File: src/rtl/seq_serializer.sv
// Parallel-to-serial feeder for the serial sequence detector.
// A one-word hold buffer lets back-to-back words stream with no idle bit between them.
module seq_serializer #(
    parameter int WIDTH     = 8,
    parameter bit MSB_FIRST = 1'b1
) (
    input  logic             clk,
    input  logic             rst,
    input  logic [WIDTH-1:0] data_in,
    input  logic             load_valid,
    output logic             load_ready,
    output logic             out,
    output logic             out_valid,
    output logic             frame_start,
    output logic             busy
);

    localparam int               CNT_W = (WIDTH > 1) ? $clog2(WIDTH) : 1;
    localparam logic [CNT_W-1:0] LAST  = CNT_W'(WIDTH - 1);

    typedef enum logic {
        IDLE  = 1'b0,
        SHIFT = 1'b1
    } state_t;

    state_t           r_state;
    state_t           w_state_nxt;
    logic [WIDTH-1:0] r_sreg;
    logic [WIDTH-1:0] w_sreg_nxt;
    logic [WIDTH-1:0] r_hold;
    logic [WIDTH-1:0] w_hold_nxt;
    logic [CNT_W-1:0] r_cnt;
    logic [CNT_W-1:0] w_cnt_nxt;
    logic             r_hold_full;
    logic             w_hold_full_nxt;

    logic             w_accept;
    logic             w_last;
    logic             w_out_bit;
    logic [WIDTH-1:0] w_shifted;

    // rst gates load_ready so nothing can be accepted while reset is held
    assign load_ready = rst & ~r_hold_full;
    assign w_accept   = load_valid & load_ready;
    assign w_last     = (r_cnt == LAST);

    assign w_out_bit  = MSB_FIRST ? r_sreg[WIDTH-1] : r_sreg[0];
    assign w_shifted  = MSB_FIRST ? (r_sreg << 1) : (r_sreg >> 1);

    assign out_valid   = (r_state == SHIFT);
    assign out         = (r_state == SHIFT) & w_out_bit;
    assign frame_start = (r_state == SHIFT) & (r_cnt == '0);
    assign busy        = (r_state == SHIFT) | r_hold_full;

    always_ff @(posedge clk or negedge rst) begin
        if (!rst) begin
            r_state     <= IDLE;
            r_sreg      <= '0;
            r_hold      <= '0;
            r_cnt       <= '0;
            r_hold_full <= 1'b0;
        end else begin
            r_state     <= w_state_nxt;
            r_sreg      <= w_sreg_nxt;
            r_hold      <= w_hold_nxt;
            r_cnt       <= w_cnt_nxt;
            r_hold_full <= w_hold_full_nxt;
        end
    end

    always_comb begin
        w_state_nxt     = r_state;
        w_sreg_nxt      = r_sreg;
        w_hold_nxt      = r_hold;
        w_cnt_nxt       = r_cnt;
        w_hold_full_nxt = r_hold_full;

        case (r_state)
            IDLE: begin
                if (w_accept) begin
                    w_sreg_nxt  = data_in;
                    w_cnt_nxt   = '0;
                    w_state_nxt = SHIFT;
                end
            end
            SHIFT: begin
                if (!w_last) begin
                    w_sreg_nxt = w_shifted;
                    w_cnt_nxt  = r_cnt + CNT_W'(1);
                    if (w_accept) begin
                        w_hold_nxt      = data_in;
                        w_hold_full_nxt = 1'b1;
                    end
                // Last bit: a held word wins over a fresh one (load_ready is low then anyway)
                end else if (r_hold_full) begin
                    w_sreg_nxt      = r_hold;
                    w_cnt_nxt       = '0;
                    w_hold_full_nxt = 1'b0;
                end else if (w_accept) begin
                    w_sreg_nxt = data_in;
                    w_cnt_nxt  = '0;
                end else begin
                    w_sreg_nxt  = w_shifted;
                    w_state_nxt = IDLE;
                end
            end
            default: w_state_nxt = IDLE;
        endcase
    end

endmodule

File: config.mk
export PLATFORM = sky130hd
export DESIGN_NAME = seq_serializer
export DESIGN_NICKNAME = d
export VERILOG_FILES = /design/src/rtl/seq_serializer.sv
export SDC_FILE = /design/constraint.sdc
export NUM_CORES = 1
export LEC_CHECK = 0
export CAP_MARGIN = 10
export CORE_ASPECT_RATIO = 2
export CORE_MARGIN = 2
export CORE_UTILIZATION = 28
export DETAILED_ROUTE_END_ITERATION = 12
export GPL_ROUTABILITY_DRIVEN = 0
export GPL_TIMING_DRIVEN = 0
export MAX_ROUTING_LAYER = met4
export PLACE_DENSITY_LB_ADDON = 0.3
export SYNTH_ARGS = -nofsm -noshare
export SYNTH_HDL_FRONTEND = slang
export SYNTH_SLANG_ARGS = --single-unit
File: constraint.sdc
create_clock -name clk -period 2.05 [get_ports clk]
set_input_delay 0.41 -clock clk [delete_from_list [all_inputs] [get_ports clk]]
set_output_delay 0.41 -clock clk [all_outputs]
set_load 0.1 [all_outputs]
==> run metrics <==
status finished, final reports clean; Reg power frac 35.8%; Crit. End Element output pin; via count 776; initial core utilization 29.4%; initial antenna violation count 0; total CTS buffers 3; Final HPWL DP 1660 µm; Leakage 0.567 nW; Cell Count, Final, Fillers Out 158; Final setup viols 0; global-route usage over all layers 12.3%; Area growth syn-to-layout 25.9%; met1 Track Usage GR 16.5%; footprint of the multi-input gates 475 µm²; hold buffer count at cts 0; gr busiest metal met2; Yosys top cell by area dfrtp_1; CTS tree yes; Crit path required time around 1600 ps; remaining global-route overflow 0; final wirelength 2250 µm; share of the synthesized area in the top cell type 49.0%; clock power share 13.0%; Slowest Stage Delay on Critical Path roughly 850 ps; most common cell after layout, fill and taps aside dfrtp_1; vias in the first global route 811; FF+latch area 529 µm²; vias per cell 4.91; synthesized area per cell between 10 and 15 µm²; DR pass1 iterations 6; Skew-Pair Late Insertion Delay 260 ps; CP Max Fanout 2; post-synthesis cell area 1070 µm²; RSZ-0062 raised after global routing no; post-CTS resize count 23; violation count after the first detailed-route iteration 18; Syn Nets 104; ys flop type dfrtp_1; Peak VDD IR 0.000866 V; Synth Instances 90; die area 4380 µm²; Synth Register Bits 21; Ys Warns 0; worst min path class in2async; met3 Use GR 1.39%; clock buffer depth 2; Net Switching 0.909 mW; largest net degree at the start of global routing 27; crit path DAT 1530 ps; I/O pin cnt 16; Root Driver clkbuf_8; Avg WL per Cell 14.3 µm; placed cells 154; EDFF count, synth 0; Post-CTS Setup Bufs 0; H-tree Lvls 1; fin crit share 94.6%; largest cells by area after synthesis dfrtp_1, mux2_2, a32oi_1, o211ai_1, inv_1; CP delay by family, top buffers and inverters; Async SR Flop Fraction 100%; Cell Pwr Density 1530 nW/µm²; Bufs and invs on worst path 1; crit path launch type flip-flop; fillcell total 376; Worst-Margin Slew roughly 950 ps; clk sink count 21; Hold Vio Cnt, Final 0; DIE HEIGHT 91.6 µm; Setup TNS 0 ps; skew final 1.30 ps; core footprint ~3600 µm²; CP Class reg2out; GR Layer Usage met2 approximately 18%; Chip Width about 48 µm; first-pass GRT wire length 3940 µm; Int Pwr 1.16 mW; final net count 124; # DRC 0; Switching Fraction about 44%; Reg clk slew, reported paths 80 ps; max-slew headroom at the worst pin 36.9%; worst-path cell chain dlygate4sd2_1; number of I/O port buffers 15; n_diodes 0; post-synthesis cell type count 27; Logic pwr share 51.2%; clock period minus worst slack 1940 ps; CP max-delay cell dlygate4sd2_1; fmax 516 MHz; post-synthesis sequential area ratio between 40% and 50%; most frequent cells in the layout dfrtp_1, inv_1, mux2_2, clkdlybuf4s50_1, a32oi_1; share of post-route cells with drive strength above 1 between 30% and 40%; Final ANT Viol Nets 0; Max Slew Vio Count 0; FP Rows 31; fin util 37.1%; Max-Cap Viols 0
==> layer usage <==
metal	share of wire, %	wire, µm	vias up
li1	-	-	371
met1	40	910	390
met2	55	1240	11
met3	2.7	60	4
met4	1.7	38	0
met5	0	0	-
==> final timing paths <==
kind | slack [ps] | end | cells past startpoint | startpoint
hold reg to reg | 500 | r_sreg[0] | 2 | r_hold[0]
setup / recovery | 110 | out_valid | 1 | out_valid
hold / removal | 40 | r_hold[1] | 1 | rst
max in group asynchronous | 1730 | out_valid | 1 | rst
min in group clk | 500 | r_sreg[0] | 2 | r_hold[0]
setup reg to reg | 250 | r_hold[7] | 6 | r_cnt[1]
==> cell usage after synthesis (2+ instances only) <==
master	n
a21oi_1	2
a22o_2	2
a32oi_1	8
buf_6	3
dfrtp_1	21
ha_1	3
inv_1	11
mux2_2	9
nand3_1	7
o211ai_1	7
==> cell families after synthesis <==
group	after synthesis	share of synthesized area, %
AOI/OAI and AO/OA	23	17.5
adders and majority gates	3	3.50
DFF	21	49.0
and+or+nand+nor	18	12.8
buffers and inverters	16	7.81
muxes	9	9.44
==> worst register-to-register path, cell delays in order (launching register included) <==
cell and delay [ps]:
dfrtp_1 410, ha_1 200, ha_1 240, nand2b_1 180, buf_6 150, nor2_8 160
mux2_2 350
==> final cells by class <==
class / count / area share, %
flip-flops and latches: 21 / 39.2
well taps: 49 / 4.54
inverters: 12 / 4.26
repair buffers: 15 / 10.3
plain buffers: 4 / 3.15
multi-input cells: 53 / 35.2
clock inverters: 1 / 0.370
clock buffers: 3 / 3.06
==> power by group through the flow <==
stage                     sequential [mW]  clock [mW]  combinational (mW)
after floorplan                     0.781           0               0.808
after detailed placement            0.751           0                1.10
final                               0.739       0.269                1.06
after global routing                0.767       0.295                1.16
after global placement              0.740           0                1.08
after CTS                           0.741       0.279                1.08
==> state kept, by name, summed over array words and instances (netlist names) <==
| signal | cells |
|---|---|
| r_hold | 8 |
| r_sreg | 8 |
| r_cnt | 3 |
| out_valid | 1 |
| r_hold_full | 1 |
==> through the flow <==
step	hold WS (ps)	total power, mW	instance area, µm²	setup WS, ps
detailed placement	490	1.85	1320	-1520
floorplan	114	1.59	1100	-46.7
finish	44.8	2.07	1350	111
global placement	473	1.82	1320	-1470
CTS	58.7	2.10	1350	101
global route	66.5	2.22	1350	59.0
Note: power is estimated with default switching activity, not from simulation.
